--- config.mk ---
export PLATFORM = sky130hd
export DESIGN_NAME = gaussian_window_filter
export DESIGN_NICKNAME = d
export VERILOG_FILES = /design/src/rtl/gaussian_window_filter.sv
export SDC_FILE = /design/constraint.sdc
export NUM_CORES = 1
export LEC_CHECK = 0
export ABC_AREA = 0
export BUFFER_PORTS_ARGS = -buffer_cell sky130_fd_sc_hd__buf_2
export CAP_MARGIN = 20
export CORE_UTILIZATION = 44
export DETAILED_ROUTE_END_ITERATION = 8
export PLACE_DENSITY_LB_ADDON = 0.12
export SLEW_MARGIN = 40
export SYNTH_ARGS = -nofsm -noshare
export SYNTH_HDL_FRONTEND = slang
export SYNTH_SLANG_ARGS = --single-unit
--- constraint.sdc ---
create_clock -name clk -period 5.21 [get_ports clk]
set_input_delay 0.521 -clock clk [delete_from_list [all_inputs] [get_ports clk]]
set_output_delay 0.521 -clock clk [all_outputs]
set_load 0.02 [all_outputs]
--- src/rtl/gaussian_window_filter.sv ---
// gaussian_window_filter: 3x3 Gaussian ([1 2 1; 2 4 2; 1 2 1] / 16) over a column stream.
// Accepts top/mid/bot columns from the line buffer, tracks raster position and emits only
// interior pixels with end-of-line / end-of-frame markers.
// Optional build macro GAUSS_ROUND_EN: round half up instead of truncating the final divide.
module gaussian_window_filter #(
    parameter int unsigned W = 64,
    parameter int unsigned H = 64
) (
    input  logic       clk,
    input  logic       rst_n,
    input  logic [7:0] top,
    input  logic [7:0] mid,
    input  logic [7:0] bot,
    input  logic       valid_in,
    output logic [7:0] pixel_out,
    output logic       valid_out,
    output logic       eol_out,
    output logic       eof_out
);

    localparam int unsigned CW = (W > 2) ? $clog2(W) : 2;
    localparam int unsigned RW = (H > 2) ? $clog2(H) : 2;

    logic [CW-1:0] col_q;
    logic [RW-1:0] row_q;
    logic          last_col;
    logic          last_row;
    logic          win_done;

    // Window columns packed as {top, mid, bot}
    logic [23:0] win_l_q, win_c_q, win_r_q;
    logic        v0_q, eol0_q, eof0_q;

    logic [9:0]  cs_l_q, cs_c_q, cs_r_q;
    logic        v1_q, eol1_q, eof1_q;

    logic [11:0] sum_total;
    logic [11:0] sum_adj;

    function automatic logic [9:0] col_sum(input logic [23:0] c);
        return {2'b00, c[23:16]} + {1'b0, c[15:8], 1'b0} + {2'b00, c[7:0]};
    endfunction

    // Position decode for the column currently being presented
    always_comb begin
        last_col = (col_q == CW'(W - 1));
        last_row = (row_q == RW'(H - 1));
        win_done = (row_q >= RW'(2)) && (col_q >= CW'(2));
    end

    // Raster position counters, advanced once per accepted column
    always_ff @(posedge clk or negedge rst_n) begin
        if (!rst_n) begin
            col_q <= '0;
            row_q <= '0;
        end else if (valid_in) begin
            if (last_col) begin
                col_q <= '0;
                row_q <= last_row ? '0 : row_q + RW'(1);
            end else begin
                col_q <= col_q + CW'(1);
            end
        end
    end

    // Window shift on accepted columns; flags tag the window completed by this column
    always_ff @(posedge clk or negedge rst_n) begin
        if (!rst_n) begin
            win_l_q <= '0;
            win_c_q <= '0;
            win_r_q <= '0;
            v0_q    <= 1'b0;
            eol0_q  <= 1'b0;
            eof0_q  <= 1'b0;
        end else begin
            if (valid_in) begin
                win_l_q <= win_c_q;
                win_c_q <= win_r_q;
                win_r_q <= {top, mid, bot};
            end
            v0_q   <= valid_in && win_done;
            eol0_q <= valid_in && win_done && last_col;
            eof0_q <= valid_in && win_done && last_col && last_row;
        end
    end

    // Stage 1: vertical 1-2-1 sums of the three window columns
    always_ff @(posedge clk or negedge rst_n) begin
        if (!rst_n) begin
            cs_l_q <= '0;
            cs_c_q <= '0;
            cs_r_q <= '0;
            v1_q   <= 1'b0;
            eol1_q <= 1'b0;
            eof1_q <= 1'b0;
        end else begin
            cs_l_q <= col_sum(win_l_q);
            cs_c_q <= col_sum(win_c_q);
            cs_r_q <= col_sum(win_r_q);
            v1_q   <= v0_q;
            eol1_q <= eol0_q;
            eof1_q <= eof0_q;
        end
    end

    // Horizontal 1-2-1 combine; max 4080 (+8 when rounding) still fits 12 bits
    always_comb begin
        sum_total = {2'b00, cs_l_q} + {1'b0, cs_c_q, 1'b0} + {2'b00, cs_r_q};
`ifdef GAUSS_ROUND_EN
        sum_adj   = sum_total + 12'd8;
`else
        sum_adj   = sum_total;
`endif
    end

    // Stage 2: registered outputs
    always_ff @(posedge clk or negedge rst_n) begin
        if (!rst_n) begin
            pixel_out <= '0;
            valid_out <= 1'b0;
            eol_out   <= 1'b0;
            eof_out   <= 1'b0;
        end else begin
            pixel_out <= sum_adj[11:4];
            valid_out <= v1_q;
            eol_out   <= eol1_q;
            eof_out   <= eof1_q;
        end
    end

endmodule

Word-level counts from Yosys, hierarchy flattened
Cells that the tools add are included.
{"block": "word_totals", "register_bits": 131, "latch_bits": 0, "ramBits": 0, "romBits": 0, "n_memories": 0}
{"block": "op_classes", "add_sub_neg": 10, "mul": 0, "div_mod_pow": 0, "order_cmp": 2, "n_eq_ne": 2, "shift": 0, "muxes": 2, "bitwise_logic": 0, "reduce_logical": 5}
{"operator": "$add A10 B8 Y10", "count": 3}
{"operator": "$add A8 B9 Y10", "count": 3}
{"operator": "$add A10 B11 Y12", "count": 1}
{"operator": "$add A12 B10 Y12", "count": 1}
{"operator": "$add A6 B1 Y6 const B", "count": 2}
{"operator": "$eq A6 B6 Y1 const B", "count": 2}
{"operator": "$ge A6 B2 Y1 const B", "count": 2}
{"operator": "$mux W6", "count": 2}
{"operator": "$logic_and A1 B1 Y1", "count": 4}
{"operator": "$reduce_and A2 Y1", "count": 1}

Depth between registers and ports, before layout
Gate-level depths: netlist of the first run.
{"block": "depth", "ltp_word": 5, "ltp_mapped": 9, "mapped_depth_nobuf": 9}

Least setup slack after synthesis of the first run
OpenSTA, ideal clock, no wires.
{"block": "synth_path", "path_type": "reg-to-reg", "startpoint": "register win_r_q[1]", "endpoint": "register cs_r_q[9]", "setup_time_ns": 0.129, "t_arrival_ns": 2.331, "required_ns": 5.081, "setup_slack_ns": 2.749, "stages_incl_launch_ff": 10, "path_buffers": 0, "path_cell_list": "dfrtp_1 inv_1 fa_1 inv_1 ha_1 fa_1 a21o_1 a21oi_1 o21ai_1 o41a_1"}
{"block": "synth_between", "elab_chain_len": 1}
{"element": "from (decl)", "line_no": "31", "source": "logic [23:0] win_l_q, win_c_q, win_r_q;"}
{"element": "from (signal assigned)", "line_no": "79", "source": "win_r_q <= {top, mid, bot};"}
{"element": "$add A10 B8 Y10", "line_no": "41", "source": "return {2'b00, c[23:16]} + {1'b0, c[15:8], 1'b0} + {2'b00, c[7:0]};"}
{"element": "to (signal assigned)", "line_no": "99", "source": "cs_r_q <= col_sum(win_r_q);"}
{"element": "to (decl)", "line_no": "34", "source": "logic [9:0] cs_l_q, cs_c_q, cs_r_q;"}
No other way between the ends.
A chain may end at the register's enable or synchronous reset.

Worst setup path in the final report of the first run
Ends and elaborated chain as after synthesis.

==> results of run 1 <==
## Yosys cell counts, types with 2 or more instances
cell type and instances:
xor2_1 12, nor3_1 6, o21ai_1 6, and3_1 2, nand3_1 8, a41oi_1 2, o21bai_1 3, o211ai_1 6
nand4_1 6, a21o_1 5, o41ai_1 3, nor2_1 22, inv_1 30, xnor2_1 18, fa_1 33, a21oi_1 13
o41a_1 3, dfrtp_1 131, mux2_2 64, clkbuf_1 8, nand2_1 25, ha_1 40, buf_6 2, and3_2 3
o21ai_0 12
## kinds of logic (layout without fill, tap and decap cells)
logic type	after synthesis	after routing	share of synthesized area
and+or+nand+nor	79	79	0.05925
xor gates and xnor gates	30	30	0.04106
DFF	131	131	0.5123
muxes	65	65	0.1142
AOI/OAI and AO/OA	61	61	0.06512
buffers and inverters	41	97	0.02659
adders and majority gates	73	73	0.1815
## registers in the layout (all words and copies together) (netlist names), 6 cells and up
signal,flops
win_l_q,24
cs_r_q,10
pixel_out,8
cs_c_q,10
row_q,6
cs_l_q,10
win_c_q,24
win_r_q,24
col_q,6
## how the worst max path moves through the flow
stage / cells after the start / start / slack (ns) / to
floorplan: 9 / win_r_q[1] / 2.75 / cs_r_q[9]
global placement: 9 / win_c_q[1] / 2.63 / cs_c_q[9]
detailed placement: 9 / win_r_q[1] / 2.57 / cs_r_q[9]
CTS: 9 / win_r_q[1] / 2.56 / cs_r_q[9]
global route: 9 / win_c_q[1] / 2.45 / cs_c_q[9]
finish: 9 / win_r_q[1] / 2.58 / cs_r_q[9]
## metal layers
metal	global-route usage	routed length [microns]
met1	0.2325	5415
met2	0.2324	4721
met3	0.04600	319
met4	0.06631	177
met5	0	0
## cell type report
type | count | area share
clock buffers | 24 | 0.06676
clock inverters | 5 | 0.01359
inverters | 30 | 0.01529
multi-input cells | 308 | 0.4005
flip-flops and latches | 131 | 0.4450
well taps | 180 | 0.03058
repair buffers | 38 | 0.02820
## worst max-delay path, cell delays in order (launching register included)
cell and delay, ns:
dfrtp_1 0.35, inv_1 0.07, fa_1 0.53, inv_1 0.04
ha_1 0.22, fa_1 0.40, a21o_1 0.19, a21oi_1 0.28
o21ai_1 0.11, o41a_1 0.31
## report_power, final
part	switching [mW]	internal, mW	leakage, nW
combinational	0.989	0.899	1.51
clock	0.397	0.793	0.292
sequential	0.168	1.31	1.57
## stage by stage
| stage | setup WS [ns] | power, mW |
|---|---|---|
| final | 2.575 | 4.553 |
| after CTS | 2.559 | 4.621 |
| after floorplan | 2.749 | 2.960 |
| after global routing | 2.451 | 4.943 |
| after detailed placement | 2.573 | 3.395 |
| after global placement | 2.626 | 3.345 |
==> metrics.txt, run 1 <==
status completed; IO Port Bufs 37; crit start category flop; Area growth syn-to-layout 15.12%; initial antenna violation count 0; max cap viols 0; Post-CTS Setup Bufs 0; P per Cell Area between 600 and 700 nW/um^2; first-pass GRT wire length roughly 18 mm; Worst-Margin Slew 0.7491 ns; final setup TNS 0 ns; Final HPWL DP approximately 7.6 mm; Worst Path Required 5.50 ns; period utilization 0.5057; crit path kind flop to flop; cell count after synthesis 480; Synth cell types 42; crit path max fanout 3; #FFs+latches synth 131; Final Hold Fails 0; # rows 43; Core Util, Final 0.5245; Post-Synthesis Cell Area around 6400 sq um; Synth area leader dfrtp_1; max-slew violations 0; layout net count 626; Final min period 2.635 ns; n_diodes 0; Overflow after GRT 0; vias per cell around 5.1; syn nets 580; Worst R2R Start win_r_q[1]; die width around 120 microns; Post-Route WL about 11 mm; via count roughly 3600; 1st-pass router iterations 6; largest cells by area after synthesis dfrtp_1 51%, mux2_2 11%, fa_1 10%, ha_1 7.8%, xnor2_1 2.5%; Placer Congestion ~0.77; TritonCTS clock tree yes; number of global-route vias before repair around 3800; CTS resizes 0; R2R setup slack 2.58 ns; CTS H-tree depth 4; Worst-Skew Late Latency between 0.4 and 0.5 ns; Max clock buf depth 2; yosys warns 0; # hold bufs at CTS 0; Final Skew ~0.0074 ns; ys async rst share 1.000; fraction of layout cells with a size suffix above 1 0.2519; I/O pin cnt 38; Antenna Nets Post-Route 0; Placement Cell Area around 6800 sq um; final setup vio count 0; # fillers 1194; Crit. End Element flop; RSZ-0062 raised after global routing no; Worst R2R End cs_r_q[9]; pin count of the biggest net entering global routing a little over 90; clk slew on worst S/H paths about 0.050 ns; peak supply drop ~0.26 mV; syn_area_per_cell approximately 13 sq um; DR WL/cell about 15 microns; Root Buffer clkbuf_16; most common cell after layout, fill and taps aside dfrtp_1; Iteration-0 DRC Markers approximately 130; Initial Util 0.4557; Post-synth EDFFs 0; r2r worst-path depth 9; TritonCTS Sinks about 130; sequential element share of the synthesized area 0.5123; Synth top area share 0.5123; Die Span Y 122.6 microns; die area 15030 sq um; total core area between 10000 and 15000 sq um; cts bufs inserted 17; hold_ws 0.1123 ns; Hold WC Path Type input port to asynchronous set/reset pin; Placed Cells 687; drt drc 0; Synth Flop Type dfrtp_1; Final Instance Count excl. Fillers approximately 700; Total Routing Usage GR 0.1628; Multi-input gate area between 2000 and 3000 sq um; WP data arrival around 3 ns; slew margin rel. 0.5006; FF/Latch Area ~3300 sq um; Max Clock Freq 0.3796 GHz; most frequent cells in the layout 131 x dfrtp_1, 64 x mux2_2, 40 x ha_1, 35 x buf_2, 33 x fa_1; Final Instance Area 7366 sq um; leak pwr approximately 3.4 nW
No activity file was read; power rests on OpenSTA's default activity.
==> run 2: changes to the inputs <==
- clock period: 5.21 -> 2.6 ns (I/O delays scaled with it)
==> run 2 against run 1 <==
  * Sequential power up 100%
  * Die area is the same
  * Fmax increased by 6.1%
  * Clock power rose by 80%
  * Non-clock buffer count up 9
  * First-iteration DRC count down 7.8%
  * Via count is 1.2% higher
==> metrics.txt, run 2 (synthesis gave the netlist of run 1 again) <==
Top Usage Layer GRT met2; layout net count approximately 640; Hold WC Path Type input port to flop; Final Hold Fails 0; Logic pwr share 0.434; Sw Pwr 3.155 mW; TritonCTS clock tree yes; crit start category flop; Final min period about 2.5 ns; most common cell after layout, fill and taps aside dfrtp_1; slew margin rel. 0.6123; Worst-Skew Late Latency approximately 0.41 ns; TritonCTS Sinks roughly 130; met3 GRT Util 0.04089; Antenna Nets Post-Route 0; Iteration-0 DRC Markers 118; Crit path buffers/inverters 2; Area growth syn-to-layout 15.70%; Placer Congestion 0.7557; number of global-route vias before repair approximately 3800; Crit. End Element flop; Root Buffer clkbuf_16; biggest regs win_c_q x24, win_l_q x24, win_r_q x24; Core Util, Final 0.5272; CTS H-tree depth 4; Max clock buf depth 2; max-slew violations 0; period utilization 0.9546; Final HPWL DP 7.854 mm; Final Skew roughly 0.0061 ns; fraction of layout cells with a size suffix above 1 0.2716; die area approximately 15000 sq um; WP data arrival between 2 and 3 ns; Overflow after GRT 0; Initial Util 0.4557; Clk pwr share 0.238; most frequent cells in the layout 131 x dfrtp_1, 64 x mux2_2, 39 x ha_1, 35 x buf_2, 31 x fa_1; final setup vio count 0; Worst-Margin Slew between 0.5 and 0.6 ns; cts bufs inserted 17; IO Port Bufs 37; # rows 43; Die Span Y roughly 120 microns; crit path max fanout 3; status completed; die width 122.6 microns; Max Clock Freq between 0.4 and 0.5 GHz; met1 Use GR 0.2299; Post-Route WL 10.84 mm; initial antenna violation count 0; crit path kind flop to flop; Final Power around 9 mW; Slowest cell on crit path fa_1; Seq pwr share 0.329; pin count of the biggest net entering global routing 49; final setup TNS 0 ns; I/O pin cnt 38; max cap viols 0; peak supply drop 0.5160 mV; via count approximately 3700; Worst Path Required 2.89 ns; cells along the critical path inv_1 > fa_1 > inv_1 > ha_1 > fa_1 > a21o_1 > a21oi_2 > o21ai_1 > o41a_1; leak pwr 3.383 nW; clk slew on worst S/H paths approximately 0.050 ns; 1st-pass router iterations 4; Net Sw Frac 0.3506; DR WL/cell 14.95 microns; routing usage on met2 0.2398; vias per cell 5.076; Final Instance Count excl. Fillers 725; Crit path max-delay family adder cells; total core area approximately 14000 sq um; drt drc 0; Total Routing Usage GR 0.1645; Placed Cells around 690; n_diodes 0; CP peak stage delay roughly 0.54 ns; P per Cell Area between 1000 and 1500 nW/um^2; first-pass GRT wire length roughly 18 mm; internal power around 6 mW
-- run 2: worst min-delay path, stage by stage --
cell and delay, ns:
buf_2 0.07, nand2_1 0.04, o21ai_0 0.06
-- run 2: what timing repair did --
item / CTS / global route
setup buffers: 0 / 1
pin swaps: 0 / 2
endpoints found under the setup margin: 2 / 3
resized for setup: 2 / 4
hold endpoints to repair: 41 / 0
hold buffers: 1 / 0
-- run 2: final cells by class --
class / count / area (sq um)
Fill cell: 1202 / 6639
Sequential cell: 131 / 3278
Multi-Input combinational cell: 308 / 2969
Clock buffer: 23 / 467.9
Timing Repair Buffer: 47 / 292.8
Tap cell: 180 / 225.2
Inverter: 30 / 112.6
Clock inverter: 6 / 57.56
-- run 2: power groups by stage --
stage	Clock (mW)	Sequential (mW)	Combinational, mW
after floorplan	0	3.00	2.94
after global placement	0	2.98	3.80
after detailed placement	0	3.00	3.88
after CTS	2.20	2.97	3.94
after global routing	2.29	3.03	4.44
final	2.14	2.96	3.90
-- run 2: final timing paths --
kind | startpoint | end | slack (ns) | depth (start not counted)
min in group asynchronous | rst_n | pixel_out[5] | 0.39 | 2
max in group asynchronous | rst_n | win_l_q[0] | 1.31 | 3
min | mid[0] | win_r_q[8] | 0.07 | 3
max | win_l_q[1] | cs_l_q[9] | 0.12 | 9
min reg2reg | v0_q | v1_q | 0.35 | 0
max reg2reg | win_l_q[1] | cs_l_q[9] | 0.12 | 9
-- run 2: metal layers --
layer  part of all wire  up-vias
li1                   -     1776
met1               0.50     1834
met2               0.45       55
met3              0.029       15
met4              0.019        0
met5                  0        -
-- run 2: metrics by stage --
| step | hold WS (ns) | setup slack, ns | cell area [sq um] |
|---|---|---|---|
| 6_report | 0.07174 | 0.1180 | 7403 |
| 5_1_grt | 0.06715 | -0.002848 | 7403 |
| 4_1_cts | 0.05615 | 0.01952 | 7385 |
| 3_5_place_dp | 0.3030 | 0.006206 | 6842 |
| 3_3_place_gp | 0.3015 | 0.04911 | 6842 |
| 2_1_floorplan | -0.03559 | 0.1394 | 6399 |
==> run 3: changes to the inputs <==
--- a/config.mk
+++ b/config.mk
@@ -9,3 +9,2 @@
 export BUFFER_PORTS_ARGS = -buffer_cell sky130_fd_sc_hd__buf_2
-export CAP_MARGIN = 20
 export CORE_UTILIZATION = 44
==> constraint.sdc (replaced) <==
create_clock -name clk -period 2.5 [get_ports clk]
set_input_delay 0.625 -clock clk [delete_from_list [all_inputs] [get_ports clk]]
set_output_delay 0.625 -clock clk [all_outputs]
set_load 0.02 [all_outputs]
==> run 3 against run 2 <==
  * Count of clock-buffer cells in the layout is the same
  * Critical endpoint is now cs_c_q[9]
  * Critical path type unchanged
  * Fmax grew 1.2%
  * Utilization grew 1.8 points
==> metrics.txt, run 3 (synthesis gave the netlist of run 1 again) <==
status completed; max cap viols 0; drt drc 0; first-pass GRT wire length between 15 and 20 mm; WL met3 ~330 microns; Final Hold Fails 0; crit path max fanout 3; RSZ-0062 raised after global routing yes; Final Instance Count excl. Fillers around 740; die width between 100 and 150 microns; P per Cell Area approximately 1300 nW/um^2; Worst Path Required 2.78 ns; initial antenna violation count 0; total core area 14040 sq um; Worst-Skew Late Latency just over 0.4 ns; most common cell after layout, fill and taps aside dfrtp_1; Logic pwr share 0.415; Worst-Margin Slew roughly 0.48 ns; Die Span Y between 100 and 150 microns; DR WL/cell approximately 15 microns; Max clock buf depth 2; die area 15030 sq um; n_diodes 0; Root Buffer clkbuf_16; crit start category flop; cts bufs inserted 17; period utilization 0.9809; Total Routing Usage GR 0.1681; slew margin rel. 0.6815; most used cell, CP inv_1; Area growth syn-to-layout 19.65%; Final Skew 0.008011 ns; # rows between 40 and 50; Clk pwr share 0.279; Iteration-0 DRC Markers 117; Core Util, Final 0.5452; peak supply drop approximately 0.52 mV; IO Port Bufs 37; fin worst setup slack 0.04780 ns; most frequent cells in the layout 131 x dfrtp_1, 64 x mux2_2, 38 x ha_1, 35 x buf_2, 30 x fa_1; Overflow after GRT 0; number of global-route vias before repair slightly below 4000; Max Clock Freq 0.4078 GHz; final setup vio count 0; TritonCTS clock tree yes; biggest regs win_c_q x24, win_l_q x24, win_r_q x24; pre-CTS setup slack -0.09792 ns; Placer Congestion approximately 0.76; pin count of the biggest net entering global routing 50; Placed Cells 704; cells along the critical path inv_1 > fa_1 > inv_1 > ha_1 > fa_2 > a21o_1 > a21oi_4 > o21ai_1 > o41a_1; vias per cell just over 5; Sw Pwr about 3.3 mW; met1 WL 5.509 mm; Antenna Nets Post-Route 0; I/O pin cnt 38; crit path kind flop to flop; max-slew violations 0; Slowest cell on crit path fa_1; Initial Util 0.4557; Hold WC Path Type input port to asynchronous set/reset pin; CTS H-tree depth 4; TritonCTS Sinks between 100 and 150; leak pwr roughly 3.5 nW; hold_ws between 0.1 and 0.15 ns; fraction of layout cells with a size suffix above 1 0.3016; CP peak stage delay 0.54 ns; 1st-pass router iterations 4; highest metal used met4; Final HPWL DP slightly above 8 mm; Final min period around 2.5 ns; layout net count around 640; Crit. End Element flop; # fillers between 1000 and 1500; Seq pwr share 0.307; Met2 Wirelength between 5 and 6 mm; Net Sw Frac 0.3328; via count between 3000 and 4000; internal power between 6 and 7 mW; clk slew on worst S/H paths 0.05 ns; Post-Route WL around 11 mm; WP data arrival around 2.7 ns
## run 3: cell types whose count changed in the layout (fill, tap and decap cells not counted), moves of 2 or more
cell / before / now
buf_4: 9 / 18
bufinv_16: 1 / 6
inv_2: 0 / 2
inv_1: 30 / 28
clkinv_2: 4 / 2
## run 3: area by class of cell
| class | instances | area [sq um] | share of cell area |
|---|---|---|---|
| inverter | 30 | 112.6 | 0.01471 |
| timing repair buffer | 56 | 370.4 | 0.04837 |
| sequential | 131 | 3278 | 0.4282 |
| tap | 180 | 225.2 | 0.02942 |
| multi-input combinational | 308 | 2993 | 0.3909 |
| clock buffer | 23 | 478.0 | 0.06243 |
| clock inverter | 9 | 198.9 | 0.02598 |
## run 3: metrics by stage
step           setup TNS (ns)  area (sq um)  total power [mW]
2_1_floorplan               0          6399             6.169
3_3_place_gp         -0.05166          6929             7.137
3_5_place_dp          -0.2722          6929             7.256
4_1_cts                     0          7622             10.14
5_1_grt              -0.08021          7656             10.86
6_report                    0          7656             10.06
## run 3: critical path: cells and delay by family, from the launching register on
| kind | cells | cell delay [ns] |
|---|---|---|
| fa+ha+maj | 3 | 1.11 |
| compound gates | 4 | 0.77 |
| flops | 1 | 0.34 |
| buf+inv | 2 | 0.11 |
## run 3: per-layer routing
| layer | up-vias | GRT usage |
|---|---|---|
| met5 | - | 0 |
| met1 | 1860 | 0.2344 |
| li1 | 1789 | - |
| met4 | 0 | 0.05945 |
| met2 | 47 | 0.2482 |
| met3 | 12 | 0.05065 |
## run 3: power by group through the flow
| stage | clock network, mW | registers (mW) | logic [mW] |
|---|---|---|---|
| 4_1_cts | 2.86 | 3.09 | 4.19 |
| 2_1_floorplan | 0 | 3.12 | 3.05 |
| 3_3_place_gp | 0 | 3.10 | 4.04 |
| 5_1_grt | 2.97 | 3.16 | 4.73 |
| 6_report | 2.81 | 3.08 | 4.17 |
| 3_5_place_dp | 0 | 3.13 | 4.13 |
## run 3: final timing paths
path / depth (start not counted) / end / slack, ns / from
max: 9 / cs_c_q[9] / 0.05 / win_c_q[1]
min: 1 / win_l_q[15] / 0.15 / rst_n
max reg2reg: 9 / cs_c_q[9] / 0.05 / win_c_q[1]
min reg2reg: 0 / eof1_q / 0.34 / eof0_q
max in group asynchronous: 2 / col_q[2] / 1.75 / rst_n
min in group clk: 0 / eof1_q / 0.34 / eof0_q
## run 3: timing repair
action / CTS / global route
pin swaps: 2 / 5
resized for setup: 5 / 8
hold buffers: 0 / 0
cloned: 0 / 0
setup buffers: 0 / 1
endpoints found under the setup margin: 5 / 6
